## config.mk

```make
export PLATFORM = sky130hd
export DESIGN_NAME = des_round_ctrl
export DESIGN_NICKNAME = d
export VERILOG_FILES = /design/src/rtl/des_round_ctrl.sv
export SDC_FILE = /design/constraint.sdc
export NUM_CORES = 1
export LEC_CHECK = 0
export CAP_MARGIN = 20
export CORE_ASPECT_RATIO = 0.5
export CORE_UTILIZATION = 44
export CTS_CLUSTER_DIAMETER = 100
export DETAILED_ROUTE_END_ITERATION = 8
export PLACE_DENSITY = 0.85
export SLEW_MARGIN = 0
export SYNTH_ARGS = -nofsm -noshare
export SYNTH_HDL_FRONTEND = slang
export SYNTH_SLANG_ARGS = --single-unit
```

## constraint.sdc

```tcl
create_clock -name clk_i -period 5.02 [get_ports clk_i]
set_input_delay 1.004 -clock clk_i [delete_from_list [all_inputs] [get_ports clk_i]]
set_output_delay 1.004 -clock clk_i [all_outputs]
set_load 0.01 [all_outputs]
```

## src/rtl/des_round_ctrl.sv

```systemverilog
// Round sequencer for an iterative DES datapath: accepts a block, strobes ROUNDS
// round enables while stepping the C/D key schedule, then holds the result for downstream.
module des_round_ctrl #(
   parameter int ROUNDS = 16,
   parameter int KEY_W  = 56
) (
   input  logic             clk_i,
   input  logic             rst_ni,
   input  logic             in_valid_i,
   output logic             in_ready_o,
   input  logic             decrypt_i,
   input  logic [KEY_W-1:0] key_cd_i,
   output logic             dp_load_o,
   output logic             round_en_o,
   output logic [3:0]       round_idx_o,
   output logic             first_round_o,
   output logic             last_round_o,
   output logic [KEY_W-1:0] cd_o,
   output logic             mode_o,
   output logic             out_valid_o,
   input  logic             out_ready_i,
   output logic             busy_o
);

   typedef enum logic [1:0] {S_IDLE, S_ROUND, S_DONE} state_t;

   localparam logic [3:0] LAST_IDX = 4'(ROUNDS - 1);

   state_t           state_q, state_d;
   logic [3:0]       idx_q, idx_d;
   logic [KEY_W-1:0] cd_q, cd_d;
   logic             mode_q, mode_d;

   function automatic logic [1:0] shift_amt(input logic [3:0] i);
      case (i)
         4'd0, 4'd1, 4'd8, 4'd15: shift_amt = 2'd1;
         default:                 shift_amt = 2'd2;
      endcase
   endfunction

   // C and D halves rotate independently as 28-bit words.
   function automatic logic [KEY_W-1:0] rotl(input logic [KEY_W-1:0] v, input logic [1:0] s);
      logic [27:0] c, d;
      c = v[55:28];
      d = v[27:0];
      if (s == 2'd2) begin
         c = {c[25:0], c[27:26]};
         d = {d[25:0], d[27:26]};
      end else begin
         c = {c[26:0], c[27]};
         d = {d[26:0], d[27]};
      end
      rotl = {c, d};
   endfunction

   function automatic logic [KEY_W-1:0] rotr(input logic [KEY_W-1:0] v, input logic [1:0] s);
      logic [27:0] c, d;
      c = v[55:28];
      d = v[27:0];
      if (s == 2'd2) begin
         c = {c[1:0], c[27:2]};
         d = {d[1:0], d[27:2]};
      end else begin
         c = {c[0], c[27:1]};
         d = {d[0], d[27:1]};
      end
      rotr = {c, d};
   endfunction

   always_comb begin
      state_d = state_q;
      idx_d   = idx_q;
      cd_d    = cd_q;
      mode_d  = mode_q;
      case (state_q)
         S_IDLE: begin
            if (in_valid_i) begin
               state_d = S_ROUND;
               idx_d   = 4'd0;
               mode_d  = decrypt_i;
               // Decryption starts from K16, whose CD equals the unrotated CD0.
               cd_d    = decrypt_i ? key_cd_i : rotl(key_cd_i, shift_amt(4'd0));
            end
         end
         S_ROUND: begin
            if (idx_q == LAST_IDX) begin
               state_d = S_DONE;
            end else begin
               idx_d = idx_q + 4'd1;
               cd_d  = mode_q ? rotr(cd_q, shift_amt(4'd15 - idx_q))
                              : rotl(cd_q, shift_amt(idx_q + 4'd1));
            end
         end
         S_DONE: begin
            if (out_ready_i) begin
               state_d = S_IDLE;
            end
         end
         default: state_d = S_IDLE;
      endcase
   end

   always_ff @(posedge clk_i) begin
      if (!rst_ni) begin
         state_q <= S_IDLE;
         idx_q   <= 4'd0;
         cd_q    <= '0;
         mode_q  <= 1'b0;
      end else begin
         state_q <= state_d;
         idx_q   <= idx_d;
         cd_q    <= cd_d;
         mode_q  <= mode_d;
      end
   end

   // The load strobe is masked during reset since no accept can happen then.
   assign in_ready_o    = (state_q == S_IDLE);
   assign dp_load_o     = in_valid_i & in_ready_o & rst_ni;
   assign round_en_o    = (state_q == S_ROUND);
   assign round_idx_o   = idx_q;
   assign first_round_o = round_en_o & (idx_q == 4'd0);
   assign last_round_o  = round_en_o & (idx_q == LAST_IDX);
   assign cd_o          = cd_q;
   assign mode_o        = mode_q;
   assign out_valid_o   = (state_q == S_DONE);
   assign busy_o        = (state_q != S_IDLE);

endmodule

```

==> flow_metrics.env, run 1 <==
export IMPL_fp_dieW_um=150
export IMPL_critPathMostFrequentCell="clkdlybuf4s50_1"
export IMPL_die_y_um=76.0
export IMPL_synth_area_leaders="dfxtp_1 26%, mux2i_1 12%, a221oi_1 10%, o211ai_1 8.7%, a22oi_1 8.4%"
export IMPL_cts_buffer_depth=2
export IMPL_gr_usage_all_layers=0.260
export IMPL_fin_crit_ps=3200
export IMPL_gp_congestion=0.840
export IMPL_yosysSeqAreaShare=0.262
export IMPL_vias=5406
export IMPL_fin_hold_ws_ps=561
export IMPL_cpPeakStageDelay_ps=540
export IMPL_maxSlewHeadroom=0.262
export IMPL_row_count=26
export IMPL_areaGrowthSynthToFinish_pct=29.2
export IMPL_crit_slowest_cell="clkdlybuf4s50_1"
export IMPL_drt_iter0_drc=486
export IMPL_wl_um=14800
export IMPL_nNetsFinal=727
export IMPL_cts_tree="built"
export IMPL_final_cell_mix="126 x clkdlybuf4s50_1, 63 x dfxtp_1, 60 x nand2_1"
export IMPL_numCtsBuffers=9
export IMPL_viasPerCell=6.72
export IMPL_setup_tns_ps=0
export IMPL_clkLatencyLatePin_ps=330
export IMPL_first_pass_iters=5
export IMPL_fmaxAchievable_ghz=0.313
export IMPL_synth_top_area_frac=0.262
export IMPL_synth_area_leader_cell="dfxtp_1"
export IMPL_drv_cap=0
export IMPL_post_cts_resized=0
export IMPL_ys_ff_latch=63
export IMPL_worst_pin_slew_ps=1110
export IMPL_layout_commonest_cell="clkdlybuf4s50_1"
export IMPL_die_area_mm2=0.0114
export IMPL_portBuffers=128
export IMPL_outcome="completed"
export IMPL_end_kind="primary output"
export IMPL_post_cts_buffers=0
export IMPL_maxSlewViolCount=0
export IMPL_synth_nets=654
export IMPL_clock_sinks=63
export IMPL_powerDensity_mw_per_mm2=268
export IMPL_holdBufCountCts=0
export IMPL_skew_ps=6.32
export IMPL_grt_pass1_wl_um=24700
export IMPL_htreeDepth=3
export IMPL_wl_per_cell_um=18.4
export IMPL_drive_gt1_frac=0.0482
export IMPL_syn_area_mm2=0.00482
export IMPL_grt_max_degree=118
export IMPL_hold_class="reg -> reg"
export IMPL_startpoint_type="input pin"
export IMPL_io_pins=129
export IMPL_finalPower_w=0.00167
export IMPL_synth_avg_cell_area_um2=8.19
export IMPL_coreArea_mm2=0.0104
export IMPL_clkTransAtPathRegs_ps=50
export IMPL_crit_path_max_fanout=3
export IMPL_syn_inst=589
export IMPL_cts_root_buf="clkbuf_16"
export IMPL_worstPathArrival_ps=2190
export IMPL_ant_nets=0
export IMPL_finalHoldViolations=0
export IMPL_yosysWarnings=0
export IMPL_drcViolationCount=0
export IMPL_setup_viol=0
export IMPL_leakage_nw=2.22
export IMPL_start_util=0.462
export IMPL_synth_distinct_cells=35
export IMPL_grt_pass1_vias=4977
export IMPL_antenna_found_initial=0
export IMPL_num_antenna_cells=0
export IMPL_gr_total_overflow=0
export IMPL_rsz0062_at_grt="no"
export IMPL_critPathKind="in -> out"
export IMPL_crit_chain="clkdlybuf4s50_1 -> and3_1 -> clkdlybuf4s50_1"
export IMPL_peakVddDrop_v=0.000135
export IMPL_hpwlAfterDp_um=8870
export IMPL_min_period_over_period=0.637
export IMPL_required_ps=4020
critical path, delay by kind of cell:
family | cells | cell delay, ps
simple gates | 1 | 150
buf+inv | 2 | 1040
power breakdown:
part           leakage (nW)  internal, W  total (W)  switching [W]
Combinational          1.57     0.000245   0.000475       0.000231
Clock                 0.127     0.000337   0.000552       0.000215
Sequential            0.522     0.000548   0.000642      0.0000937
kinds of logic after synthesis:
group	Yosys count	share of synthesized area
flops	63	0.262
mux	59	0.122
fa+ha+maj	4	0.0104
buf+inv	76	0.0843
compound gates	242	0.380
simple gates	145	0.141
synth_stat cells:
library cell	instances
dfxtp_1	63
nand2_1	60
mux2i_1	59
a31oi_1	58
nand3_1	58
o211ai_1	56
a221oi_1	55
a22oi_1	54
buf_2	34
clkbuf_1	26
buf_6	9
nor2_1	7
nor2b_1	7
and3_1	4
ha_1	4
o21ai_0	4
a21o_1	3
a21oi_1	3
and2_1	3
buf_4	3
inv_1	3
a21oi_4	2
and3b_1	2
a211oi_1	1
a21boi_1	1
a21oi_2	1
a22oi_4	1
inv_2	1
nand2b_1	1
nand3b_1	1
nor3_1	1
nor4b_2	1
o211ai_2	1
o21a_1	1
o21bai_1	1
worst paths after layout:
kind / cells past startpoint / slack [ps] / startpoint / end
max: 3 / 1820 / in_valid_i / dp_load_o
min: 2 / 560 / cd_o[17]$_SDFFE_PN0P_ / cd_o[15]$_SDFFE_PN0P_
max reg2reg: 7 / 2230 / round_idx_o[0]$_SDFFE_PN0P_ / cd_o[50]$_SDFFE_PN0P_
min reg2reg: 2 / 560 / cd_o[17]$_SDFFE_PN0P_ / cd_o[15]$_SDFFE_PN0P_
area by class of cell:
class / instances / area (um2)
timing repair buffer: 134 / 1350
fill: 905 / 4210
tap: 140 / 175
clock buffer: 11 / 243
clock inverter: 2 / 10.0
sequential: 63 / 1260
multi-input combinational: 450 / 3170
inverter: 4 / 15.0
sequential cells by signal (all words and copies together) (netlist names):
name         count
mode_o           1
cd_o            56
round_idx_o      4
state_q          2
per-stage QoR:
step	worst slack [ps]	std cells	utilization	cell area, um2
5_1_grt	1750	804	0.596	6230
4_1_cts	1480	803	0.594	6200
6_report	1820	804	0.596	6230
3_3_place_gp	1840	789	0.568	5930
3_5_place_dp	1820	790	0.570	5950
2_1_floorplan	2540	589	-	4820
metal layers:
metal / routed length [um] / GRT usage
met1: 6330 / 0.350
met2: 7200 / 0.419
met3: 1050 / 0.0503
met4: 232 / 0.0798
met5: 0 / 0
Note: power is estimated with default switching activity, not from simulation.
==> run 2: changes to the inputs <==
--- a/config.mk
+++ b/config.mk
@@ -10,7 +10,7 @@
 export CORE_UTILIZATION = 44
 export CTS_CLUSTER_DIAMETER = 100
 export DETAILED_ROUTE_END_ITERATION = 8
-export PLACE_DENSITY = 0.85
+export PLACE_DENSITY = 0.88
 export SLEW_MARGIN = 0
 export SYNTH_ARGS = -nofsm -noshare
 export SYNTH_HDL_FRONTEND = slang
==> constraint.sdc (replaced) <==
create_clock -name clk_i -period 2.8 [get_ports clk_i]
set_input_delay 0.56 -clock clk_i [delete_from_list [all_inputs] [get_ports clk_i]]
set_output_delay 0.56 -clock clk_i [all_outputs]
set_load 0.01 [all_outputs]
==> flow_metrics.env, run 2 (synthesis results as in run 1) <==
export IMPL_outcome="completed"
export IMPL_maxSlewHeadroom=0.337
export IMPL_finalPower_w=0.00305
export IMPL_fp_dieW_um=150
export IMPL_setup_viol=0
export IMPL_min_delay_start="cd_o[33]$_SDFFE_PN0P_"
export IMPL_required_ps=2240
export IMPL_row_count=26
export IMPL_drcViolationCount=0
export IMPL_clkLatencyLatePin_ps=340
export IMPL_rsz0062_at_grt="no"
export IMPL_r2r_start="round_idx_o[0]$_SDFFE_PN0P_"
export IMPL_cts_root_buf="clkbuf_16"
export IMPL_hold_end="cd_o[31]$_SDFFE_PN0P_"
export IMPL_drive_gt1_frac=0.0623
export IMPL_leakage_nw=2.27
export IMPL_end_kind="primary output"
export IMPL_hpwlAfterDp_um=9300
export IMPL_finalHoldViolations=0
export IMPL_layout_commonest_cell="clkdlybuf4s50_1"
export IMPL_wl_per_cell_um=18.8
export IMPL_io_pins=129
export IMPL_hold_depth=2
export IMPL_hold_class="reg -> reg"
export IMPL_cts_buffer_depth=2
export IMPL_final_cell_mix="126 x clkdlybuf4s50_1, 63 x dfxtp_1, 60 x nand2_1"
export IMPL_setup_tns_ps=0
export IMPL_clkTransAtPathRegs_ps=50
export IMPL_grt_max_degree=114
export IMPL_ant_nets=0
export IMPL_vias=5502
export IMPL_skew_ps=7.44
export IMPL_startpoint_type="register"
export IMPL_crit_path_max_fanout=8
export IMPL_gr_total_overflow=0
export IMPL_r2r_slack_ps=420
export IMPL_cts_tree="built"
export IMPL_gp_congestion=0.891
export IMPL_viasPerCell=6.76
export IMPL_nNetsFinal=736
export IMPL_min_period_over_period=0.935
export IMPL_portBuffers=128
export IMPL_wl_um=15300
export IMPL_largest_register_ffs=56
export IMPL_peakVddDrop_v=0.000265
export IMPL_rr_endpoint="cd_o[16]$_SDFFE_PN0P_"
export IMPL_num_antenna_cells=0
export IMPL_antenna_found_initial=0
export IMPL_grt_pass1_vias=5001
export IMPL_fin_crit_ps=2620
export IMPL_critPathKind="reg -> out"
export IMPL_die_y_um=76.0
export IMPL_powerDensity_mw_per_mm2=482
export IMPL_gr_usage_all_layers=0.270
export IMPL_clock_sinks=63
export IMPL_fmaxAchievable_ghz=0.382
export IMPL_drt_iter0_drc=736
export IMPL_start_util=0.462
export IMPL_die_area_mm2=0.0114
export IMPL_grt_pass1_wl_um=25400
export IMPL_areaGrowthSynthToFinish_pct=31.3
export IMPL_drv_cap=0
export IMPL_post_cts_buffers=0
export IMPL_worstPathArrival_ps=2060
export IMPL_numCtsBuffers=9
export IMPL_htreeDepth=3
export IMPL_coreArea_mm2=0.0104
export IMPL_first_pass_iters=5
export IMPL_worst_pin_slew_ps=995
export IMPL_maxSlewViolCount=0
export IMPL_worst_r2r_path_depth=8
[run 2: worst max-delay path: stages (launching register included)]
cell and delay (ps):
dfxtp_1 460, ha_2 320, nand3_1 190, nor2_1 190
clkdlybuf4s50_1 570
[run 2: through the flow]
stage	instances	area, um2	worst slack [ps]	utilization	hold slack [ps]
2_1_floorplan	589	4820	785	-	551
3_3_place_gp	799	6050	322	0.580	549
3_5_place_dp	799	6050	217	0.580	547
4_1_cts	813	6320	158	0.605	558
5_1_grt	814	6330	59.2	0.606	584
6_report	814	6330	183	0.606	565
[run 2: area by class of cell]
class	count	area, um2
fill	881	4110
multi-input combinational	451	3180
timing repair buffer	142	1430
sequential	63	1260
clock buffer	13	260
tap	140	175
inverter	4	15.0
clock inverter	1	5.00
[run 2: worst max-delay path by stage]
stage / from / end / slack [ps] / cells past startpoint
after CTS: round_idx_o[1]$_SDFFE_PN0P_ / last_round_o / 160 / 4
final: round_idx_o[1]$_SDFFE_PN0P_ / last_round_o / 180 / 4
after global routing: round_idx_o[1]$_SDFFE_PN0P_ / last_round_o / 60 / 4
after detailed placement: round_idx_o[0]$_SDFFE_PN0P_ / cd_o[44]$_SDFFE_PN0P_ / 220 / 7
after floorplan: round_idx_o[0]$_SDFFE_PN0P_ / cd_o[0]$_SDFFE_PN0P_ / 790 / 9
after global placement: round_idx_o[0]$_SDFFE_PN0P_ / cd_o[45]$_SDFFE_PN0P_ / 320 / 7
[run 2: what timing repair did]
action | CTS | global route
endpoints found under the setup margin | 0 | 18
hold buffers | 0 | 0
resized for setup | 0 | 1
[run 2: report_power, final]
part | switching, W | leakage [nW] | internal [W]
Combinational | 0.000425 | 1.62 | 0.000445
Sequential | 0.000169 | 0.522 | 0.000983
Clock | 0.000393 | 0.132 | 0.000636
Total | 0.000987 | 2.27 | 0.00206
[run 2: per-layer routing]
| metal | routed length [um] | part of all wire | track usage | vias to the layer above |
|---|---|---|---|---|
| met5 | 0 | 0 | 0 | - |
| met4 | 299 | 0.020 | 0.0899 | 0 |
| met3 | 1230 | 0.081 | 0.0599 | 30 |
| met2 | 7410 | 0.49 | 0.426 | 297 |
| met1 | 6330 | 0.41 | 0.363 | 2636 |
| li1 | - | - | - | 2539 |
